===== config.mk =====
export PLATFORM = sky130hd
export DESIGN_NAME = input_receiver
export DESIGN_NICKNAME = d
export VERILOG_FILES = /design/src/rtl/ode_io_pkg.sv /design/src/rtl/beat_assembler.sv /design/src/rtl/input_receiver.sv
export SDC_FILE = /design/constraint.sdc
export NUM_CORES = 1
export LEC_CHECK = 0
export ABC_AREA = 1
export CORE_UTILIZATION = 60
export DETAILED_ROUTE_END_ITERATION = 16
export PLACE_DENSITY = 0.86
export SYNTH_ARGS = -nofsm -noshare
export SYNTH_HDL_FRONTEND = slang
export SYNTH_SLANG_ARGS = --single-unit

===== constraint.sdc =====
create_clock -name CLK -period 7.8 [get_ports CLK]
set_input_delay 1.56 -clock CLK [delete_from_list [all_inputs] [get_ports CLK]]
set_output_delay 1.56 -clock CLK [all_outputs]
set_load 0.02 [all_outputs]

===== src/rtl/ode_io_pkg.sv =====
// Shared definitions for the ODE solver IO path: RAM address map, bus width and
// the receiver FSM state type.
package ode_io_pkg;

  localparam int unsigned BUS_WIDTH             = 32;
  localparam int unsigned NUMBER_OF_T_ADDRESS   = 1;
  localparam int unsigned NUMBER_OF_X_ADDRESS   = 2;
  localparam int unsigned STARTING_OF_T_ADDRESS = 3;
  localparam int unsigned STARTING_OF_X_ADDRESS = 10;

  // CHK is only reachable when the receiver is built with the checksum option.
  typedef enum logic [2:0] {
    IDLE,
    HDR_T,
    HDR_X,
    T_VAL,
    X_VAL,
    CHK,
    DONE,
    ERR
  } rx_state_t;

endpackage


===== src/rtl/beat_assembler.sv =====
// Packs 32-bit bus beats into one DATA_WIDTH word; first beat is the high part.
// word_valid is combinational with the accepted final beat so the caller can register the write.
module beat_assembler
  import ode_io_pkg::*;
#(
  parameter int unsigned DATA_WIDTH = 64
) (
  input  logic                  CLK,
  input  logic                  RST,
  input  logic                  flush,
  input  logic                  beat_valid,
  input  logic [BUS_WIDTH-1:0]  beat,
  output logic                  word_valid,
  output logic [DATA_WIDTH-1:0] word
);

  generate
    if (DATA_WIDTH > BUS_WIDTH) begin : g_two_beat
      localparam int unsigned HI_W = DATA_WIDTH - BUS_WIDTH;
      logic [HI_W-1:0] hi;
      logic            have_hi;

      always_ff @(posedge CLK) begin
        if (RST || flush) begin
          hi      <= '0;
          have_hi <= 1'b0;
        end else if (beat_valid) begin
          if (have_hi) begin
            have_hi <= 1'b0;
          end else begin
            hi      <= beat[HI_W-1:0];
            have_hi <= 1'b1;
          end
        end
      end

      assign word_valid = beat_valid && have_hi;
      assign word       = {hi, beat};
    end else begin : g_one_beat
      logic unused_sink;
      assign unused_sink = ^{CLK, RST, flush, beat};
      assign word_valid  = beat_valid;
      assign word        = beat[DATA_WIDTH-1:0];
    end
  endgenerate

endmodule


===== src/rtl/input_receiver.sv =====
// CPU-to-RAM loader for the ODE solver: header (N_T, N_X), then per t one T value and N_X X values.
// Optional trailing XOR checksum word when RECEIVER_CHECKSUM_EN is defined.
module input_receiver
  import ode_io_pkg::*;
#(
  parameter int unsigned ADDRESS_WIDTH         = 13,
  parameter int unsigned DATA_WIDTH            = 64,
  parameter int unsigned NUMBER_OF_T_ADDRESS   = ode_io_pkg::NUMBER_OF_T_ADDRESS,
  parameter int unsigned NUMBER_OF_X_ADDRESS   = ode_io_pkg::NUMBER_OF_X_ADDRESS,
  parameter int unsigned STARTING_OF_T_ADDRESS = ode_io_pkg::STARTING_OF_T_ADDRESS,
  parameter int unsigned STARTING_OF_X_ADDRESS = ode_io_pkg::STARTING_OF_X_ADDRESS
) (
  input  logic                     CLK,
  input  logic                     RST,
  input  logic                     Receive_Enable,
  input  logic [BUS_WIDTH-1:0]     CPU_Bus,
  input  logic                     Bus_Valid,
  output logic                     Bus_Ready,
  output logic [DATA_WIDTH-1:0]    RAM_Data,
  output logic [ADDRESS_WIDTH-1:0] RAM_Address,
  output logic                     RAM_Write_Enable,
  output logic                     Done_Receiving,
  output logic                     Error
);

  localparam int unsigned AW    = ADDRESS_WIDTH;
  localparam int unsigned MAX_T = STARTING_OF_X_ADDRESS - STARTING_OF_T_ADDRESS;
  localparam logic [2*AW:0] ADDR_SPAN = (2*AW+1)'(1) << AW;

  rx_state_t state, state_n;

  logic                  word_valid;
  logic [DATA_WIDTH-1:0] word;
  logic [AW-1:0]         n_t, n_x, t_cnt, x_cnt;

  logic                wr_req;
  logic [AW-1:0]       wr_addr;

  beat_assembler #(.DATA_WIDTH(DATA_WIDTH)) u_asm (
    .CLK        (CLK),
    .RST        (RST),
    .flush      (!Receive_Enable),
    .beat_valid (Bus_Valid && Bus_Ready),
    .beat       (CPU_Bus),
    .word_valid (word_valid),
    .word       (word)
  );

  assign Bus_Ready = Receive_Enable &&
                     (state == HDR_T || state == HDR_X || state == T_VAL ||
                      state == X_VAL || state == CHK);
  assign Done_Receiving = (state == DONE);
  assign Error          = (state == ERR);

  // Header checks: the full incoming word is range-checked before truncating to counter width.
  logic [DATA_WIDTH+AW-1:0] word_ext;
  logic [AW-1:0]            word_lo;
  logic                     word_hi_zero;
  logic [2*AW-1:0]          hdr_prod;
  logic [2*AW:0]            hdr_end;
  logic                     nt_bad, nx_bad;

  assign word_ext     = {{AW{1'b0}}, word};
  assign word_lo      = word_ext[AW-1:0];
  assign word_hi_zero = (word_ext[DATA_WIDTH+AW-1:AW] == '0);
  assign hdr_prod     = {{AW{1'b0}}, n_t} * {{AW{1'b0}}, word_lo};
  assign hdr_end      = (2*AW+1)'(STARTING_OF_X_ADDRESS) + {1'b0, hdr_prod};
  assign nt_bad       = (word == '0) || (word > DATA_WIDTH'(MAX_T));
  assign nx_bad       = (word == '0) || !word_hi_zero || (hdr_end > ADDR_SPAN);

  logic [AW:0] x_prod, x_addr_w, t_addr_w;
  logic        last_x, last_t;

  assign x_prod   = {1'b0, n_x} * {1'b0, t_cnt};
  assign x_addr_w = (AW+1)'(STARTING_OF_X_ADDRESS) + {1'b0, x_cnt} + x_prod;
  assign t_addr_w = (AW+1)'(STARTING_OF_T_ADDRESS) + {1'b0, t_cnt};
  assign last_x   = (x_cnt == n_x - AW'(1));
  assign last_t   = (t_cnt == n_t - AW'(1));

`ifdef RECEIVER_CHECKSUM_EN
  logic [DATA_WIDTH-1:0] csum;
`endif

  always_comb begin
    state_n = state;
    wr_req  = 1'b0;
    wr_addr = '0;
    case (state)
      IDLE: if (Receive_Enable) state_n = HDR_T;
      HDR_T: if (word_valid) begin
        if (nt_bad) state_n = ERR;
        else begin
          wr_req  = 1'b1;
          wr_addr = AW'(NUMBER_OF_T_ADDRESS);
          state_n = HDR_X;
        end
      end
      HDR_X: if (word_valid) begin
        if (nx_bad) state_n = ERR;
        else begin
          wr_req  = 1'b1;
          wr_addr = AW'(NUMBER_OF_X_ADDRESS);
          state_n = T_VAL;
        end
      end
      T_VAL: if (word_valid) begin
        wr_req  = 1'b1;
        wr_addr = t_addr_w[AW-1:0];
        state_n = X_VAL;
      end
      X_VAL: if (word_valid) begin
        wr_req  = 1'b1;
        wr_addr = x_addr_w[AW-1:0];
        if (last_x && last_t) begin
`ifdef RECEIVER_CHECKSUM_EN
          state_n = CHK;
`else
          state_n = DONE;
`endif
        end else if (last_x) begin
          state_n = T_VAL;
        end
      end
`ifdef RECEIVER_CHECKSUM_EN
      CHK: if (word_valid) state_n = (word == csum) ? DONE : ERR;
`endif
      DONE, ERR: ;
      default: state_n = IDLE;
    endcase
    // Enable low aborts any session; DONE/ERR also leave through here.
    if (!Receive_Enable) state_n = IDLE;
  end

  always_ff @(posedge CLK) begin
    if (RST) begin
      state            <= IDLE;
      n_t              <= '0;
      n_x              <= '0;
      t_cnt            <= '0;
      x_cnt            <= '0;
      RAM_Write_Enable <= 1'b0;
      RAM_Address      <= '0;
      RAM_Data         <= '0;
`ifdef RECEIVER_CHECKSUM_EN
      csum             <= '0;
`endif
    end else begin
      state            <= state_n;
      RAM_Write_Enable <= wr_req;
      if (wr_req) begin
        RAM_Address <= wr_addr;
        RAM_Data    <= word;
      end
      if (state == IDLE) begin
        n_t   <= '0;
        n_x   <= '0;
        t_cnt <= '0;
        x_cnt <= '0;
`ifdef RECEIVER_CHECKSUM_EN
        csum  <= '0;
`endif
      end else if (wr_req) begin
`ifdef RECEIVER_CHECKSUM_EN
        csum <= csum ^ word;
`endif
        case (state)
          HDR_T: n_t <= word_lo;
          HDR_X: n_x <= word_lo;
          X_VAL: begin
            if (last_x) begin
              x_cnt <= '0;
              t_cnt <= t_cnt + AW'(1);
            end else begin
              x_cnt <= x_cnt + AW'(1);
            end
          end
          default: ;
        endcase
      end
    end
  end

endmodule


### After elaboration in Yosys (flattened, before gate mapping)

Cells that the tools add are included.

| operators by class | value |
|---|---|
| $add $sub $neg | 8 |
| $mul | 2 |
| div/mod/pow operators | 0 |
| $lt $le $gt $ge | 2 |
| eq/ne operators | 14 |
| shift operators | 0 |
| mux-type cells | 24 |
| bitwise logic cells | 3 |
| reductions and logical operators | 27 |

Operators by type and width:

| kind | number |
|---|---|
| $logic_not A64 Y1 | 2 |
| $gt A64 B3 Y1 const B | 1 |
| $pmux W13 S4 | 1 |
| $mux W13 | 3 |
| $add A4 B26 Y27 const A | 1 |
| $gt A27 B14 Y1 const B | 1 |
| $add A13 B1 Y13 const B | 2 |
| $eq A13 B13 Y1 | 2 |
| $mul A13 B13 Y26 | 1 |
| $sub A13 B1 Y13 const B | 2 |
| $mux W3 | 8 |
| $pmux W3 S6 | 1 |
| $add A13 B13 Y13 | 1 |
| $add A2 B13 Y13 const A | 1 |
| $add A4 B13 Y13 const A | 1 |
| $mul A13 B13 Y13 | 1 |
| $eq A3 B3 Y1 const B | 4 |
| $logic_or A1 B1 Y1 | 8 |
| $mux W1 | 8 |
| $ne A2 B1 Y1 const B | 4 |
| $reduce_and A2 Y1 | 4 |
| $reduce_or A2 Y1 | 4 |
| $eq A3 B2 Y1 const B | 2 |
| $reduce_and A6 Y1 | 1 |
| 9 further kinds | 16 |

| storage, ports and cells | value |
|---|---|
| bits in registers | 166 |
| bits in latches | 0 |
| memory bits (writable) | 0 |
| memory bits (read-only) | 0 |
| input port bits | 36 |
| output and inout port bits | 81 |
| logic and storage cells | 90 |
| memories kept | 0 |

### Logic depth before layout (Yosys ltp)

Gate-level depths: netlist (run 1).

| logic depth | value |
|---|---|
| word-level depth | 11 |
| depth in mapped cells | 37 |
| gate-level depth less buffers | 33 |

### Cells and area by module

A second synthesis (run 1) with hierarchy kept.

| second synthesis, totals | value |
|---|---|
| cell total of the unflattened synthesis | 2,837 |
| area, all modules | 19,052.0 um^2 |

By module, submodules not included:

| module | times used | cells an instance | area an instance (um^2) | seq. area each (um^2) |
|---|---|---|---|---|
| input_receiver | 1 | 2,591 | 17,364.2 | 2,662.6 |
| beat_assembler | 1 | 246 | 1,687.9 | 660.6 |

### Worst setup path before layout (run 1)

OpenSTA, ideal clock, no wires.

| timing | value |
|---|---|
| path type | input to register |
| from | input port CPU_Bus[2] |
| to | register RAM_Data[3] |
| setup time | 113 ps |
| arrival | 6,757 ps |
| required time | 7,687 ps |
| setup slack | 930 ps |
| stages | 31 |
| path buffers | 4 |
| cells stage by stage | clkbuf_1 clkbuf_1 nand2_1 inv_1 fa_1 inv_1 fa_1 inv_1 fa_1 inv_1 fa_1 fa_1 inv_1 ha_1 nand2_1 nor2_1 nand3_1 nand3_1 xor2_1 inv_1 or2_0 nor2_1 nand3_1 nand2_1 nand4_1 nand3_2 buf_6 buf_6 nand2_1 nand2_1 nor2_1 |

| between the ends | value |
|---|---|
| word-level cells in the longest chain between the ends | 7 |
| elaborated cells between the ends (all ways) | 13 |
| those cells by class | add/sub (1); mul (1); order compare (2); mux (5); reduce/logical (4) |

RTL lines:

| what | RTL line | RTL |
|---|---|---|
| from (decl) | input_receiver.sv:16 | `input logic [BUS_WIDTH-1:0] CPU_Bus,` |
| $mul A13 B13 Y26 | input_receiver.sv:66 | `assign hdr_prod = {{AW{1'b0}}, n_t} * {{AW{1'b0}}, word_lo};` |
| $add A4 B26 Y27 | input_receiver.sv:67 | `assign hdr_end = (2*AW+1)'(STARTING_OF_X_ADDRESS) + {1'b0, hdr_prod};` |
| $gt A27 B14 Y1 | input_receiver.sv:69 | `assign nx_bad = (word == '0) \|\| !word_hi_zero \|\| (hdr_end > ADDR_SPAN);` |
| $logic_or A1 B1 Y1 | input_receiver.sv:69 |  |
| $mux W1 | input_receiver.sv:99 | `if (nx_bad) state_n = ERR;` |
| $mux W1 | input_receiver.sv:98 | `HDR_X: if (word_valid) begin` |
| $pmux W1 S3 * | input_receiver.sv:88 | `case (state)` |
| to (signal assigned) | input_receiver.sv:152 | `RAM_Data <= word;` |
| to (decl) | input_receiver.sv:19 | `output logic [DATA_WIDTH-1:0] RAM_Data,` |

Mark *: on every way between the ends. The rest lies on a longest branch, timed or not.
A chain may end at the register's enable or synchronous reset.

### Final worst setup path (run 1)

| timing | value |
|---|---|
| from | input port CPU_Bus[12] |
| to | register RAM_Data[33] |

The elaborated chain is that of the path after synthesis.

==> results.sh, run 1 <==
export IMPL_gp_congestion=0.989
export IMPL_critical_path_max_stage_delay_ps=580
export IMPL_synthCells=2624
export IMPL_ant_nets=0
export IMPL_grt_first_pass_wirelength_um=83800
export IMPL_setup_worst_path_end_class="flop"
export IMPL_fp_coreArea_sq_um=29100
export IMPL_critPathKind="input pin to flop"
export IMPL_hpwl_um=39600
export IMPL_ff2ff_setup_slack_ps=1180
export IMPL_cp_common_cell="nand2_1"
export IMPL_cts_root_buffer="clkbuf_16"
export IMPL_irDropWorstVdd_v=0.000159
export IMPL_grt_remaining_overflow=0
export IMPL_antenna_found_initial=1
export IMPL_boundaryPins=117
export IMPL_design_area_sq_um=20700
export IMPL_synth_seq_cells=166
export IMPL_postPlaceCellArea_sq_um=19900
export IMPL_min_period_over_period=0.966
export IMPL_reg2regPathDepth=28
export IMPL_yosysTopAreaCell="fa_1"
export IMPL_vias_per_cell=5.46
export IMPL_drive_above_1_share=0.0648
export IMPL_clock_latency_ps=450
export IMPL_netlist_top_cells_area="fa_1, dfxtp_1, nand2_1, inv_1, ha_1"
export IMPL_period_minus_slack_ps=7540
export IMPL_max_freq_mhz=133
export IMPL_drv_slew=0
export IMPL_clk_pin_slew_ps=80
export IMPL_cp_max_fo=20
export IMPL_netlist_area_leader_share=0.205
export IMPL_cts_sinks=166
export IMPL_p_total_mw=2.00
export IMPL_relSlewSlack=0.184
export IMPL_dr_pass1_iters=6
export IMPL_hold_depth=2
export IMPL_track_usage=0.341
export IMPL_yosysSeqAreaShare=0.185
export IMPL_leakagePower_nw=10.8
export IMPL_crit_family="adder cells"
export IMPL_maxUsedRoutingLayer="met4"
export IMPL_worst_path_buf_inv=10
export IMPL_die_width_um=175
export IMPL_grt_max_degree=74
export IMPL_cts_max_level=4
export IMPL_yosys_most_used_dff="dfxtp_1"
export IMPL_tightest_slew_ps=1220
export IMPL_synth_edf_count=0
export IMPL_wl_um=51600
export IMPL_fin_util=0.713
export IMPL_place_inst=3110
export IMPL_dieArea_sq_um=30600
export IMPL_hold_ws_ps=460
export IMPL_placementRows=62
export IMPL_tritoncts="built"
export IMPL_power_density_nw_per_um2=96.3
export IMPL_slowest_stage="fa_1"
export IMPL_status="finished clean"
export IMPL_nNetsFinal=3095
export IMPL_wl_met3_um=3280
export IMPL_io_buffer_count=116
export IMPL_first_global_vias=17258
export IMPL_synth_warning_count=0
export IMPL_wl_met1_um=20000
export IMPL_synth_most_common_cell="nand2_1"
export IMPL_detail_route_wl_per_cell_um=16.4
export IMPL_initial_utilization=0.618
export IMPL_fin_cells=3149
export IMPL_synth_commonest_cells="nand2_1, inv_1, nor2_1"
export IMPL_setup_worst_path_start_class="input pin"
export IMPL_finalSetupViolations=0
export IMPL_async_flop_share=0
export IMPL_drcViolationCount=0
export IMPL_synth_fp_nets=2968
export IMPL_hold_buffers=0
export IMPL_crit_cells=33
export IMPL_hold_class="flop to flop"
export IMPL_hold_viol_final=0
export IMPL_avgSynthCellArea_sq_um=6.85
export IMPL_fillers=2311
export IMPL_cts_buffers=17
export IMPL_maxCapViolations=0
export IMPL_syn_area_sq_um=18000
export IMPL_ys_types=52
export IMPL_dr_wl_met2_um=25800
export IMPL_num_vias=17201
export IMPL_crit_required_ps=8190
export IMPL_die_h_um=175
export IMPL_crit_arrival_ps=7930
export IMPL_cts_buffer_depth=2
export IMPL_drtIter0Drc=1415
export IMPL_skew_ps=14.2
export IMPL_synthToLayoutAreaGrowth_pct=15.5
[worst min-delay path: stages (launching register included)]
cell	delay, ps
dfxtp_1	310
nand2_1	60
o21ai_1	50
[layout by cell type (no fill, tap or decap), types with 52 or more instances in the layout]
cell             count
a21oi_1            114
buf_4               82
clkdlybuf4s50_1    112
dfxtp_1            166
fa_1               184
ha_1               118
inv_1              596
nand2_1            637
nand3_1             83
nand4_1             62
nor2_1             261
o21ai_0             72
xor2_1              52
[sequential cells by signal (all words and copies together), names as in the netlist]
register                  cells
n_t                          13
RAM_Write_Enable              1
n_x                          13
u_asm.g_two_beat.hi          32
t_cnt                        13
RAM_Data                     64
u_asm.g_two_beat.have_hi      1
RAM_Address                  13
state                         3
x_cnt                        13
[area by class of cell]
cell class	count	area (sq um)	area share
flip-flops and latches	166	3320	0.160
diodes	1	2.50	0.000121
multi-input cells	1753	12000	0.579
clock buffers	17	425	0.0205
repair buffers	210	2020	0.0976
inverters	603	2260	0.109
well taps	384	480	0.0232
clock inverters	15	208	0.0100
[per-layer routing]
layer / GRT usage / vias to the layer above
li1: - / 8134
met1: 0.408 / 8152
met2: 0.599 / 737
met3: 0.0448 / 178
met4: 0.174 / 0
met5: 0 / -
[final timing paths]
check	startpoint	end
min	RAM_Address[5]$_SDFFE_PP0N_	RAM_Address[5]$_SDFFE_PP0N_
max	CPU_Bus[12]	RAM_Data[33]$_SDFFE_PP0N_
max reg2reg	n_t[5]$_SDFFE_PP0P_	RAM_Data[33]$_SDFFE_PP0N_
min reg2reg	RAM_Address[5]$_SDFFE_PP0N_	RAM_Address[5]$_SDFFE_PP0N_
[timing repair]
action                                 CTS  global route
buffers inserted                         0             3
gates resized for setup                  0            39
endpoints found under the hold margin    0             0
setup endpoints to repair                0            91
[stage by stage]
step | TNS [ps] | setup WS, ps
after floorplan | 0 | 930
after global routing | -45.8 | -16.0
after global placement | -13660 | -207
after CTS | 0 | 134
after detailed placement | -19690 | -284
final | 0 | 262
[cell families (layout without fill, tap and decap cells)]
kind of cell,Yosys count,count (layout),share of synthesized area
xor gates and xnor gates,78,78,0.0380
other,0,1,0
adders and majority gates,308,308,0.291
buffers and inverters,705,845,0.154
and+or+nand+nor,1141,1141,0.264
AOI/OAI and AO/OA,226,226,0.0670
DFF,166,166,0.185
[power by group]
part / leakage (nW) / internal, mW / switching [mW]
Sequential: 1.34 / 0.859 / 0.0119
Combinational: 9.12 / 0.0784 / 0.159
Clock: 0.306 / 0.467 / 0.422
Power figures use the tool's default switching activity.
==> inputs of run 2 (changes only) <==
Settings changed: ABC_CLOCK_PERIOD_IN_PS set to 7800, SKIP_CTS_REPAIR_TIMING set to 1.
==> results of run 2 <==
The final DEF is identical to that of run 1; final timing and power are the same.
==> inputs of run 3 (changes only) <==
Settings changed: CTS_CLUSTER_SIZE set to 40.
==> results of run 3 <==
The final DEF is identical to that of run 1; final timing and power are the same.
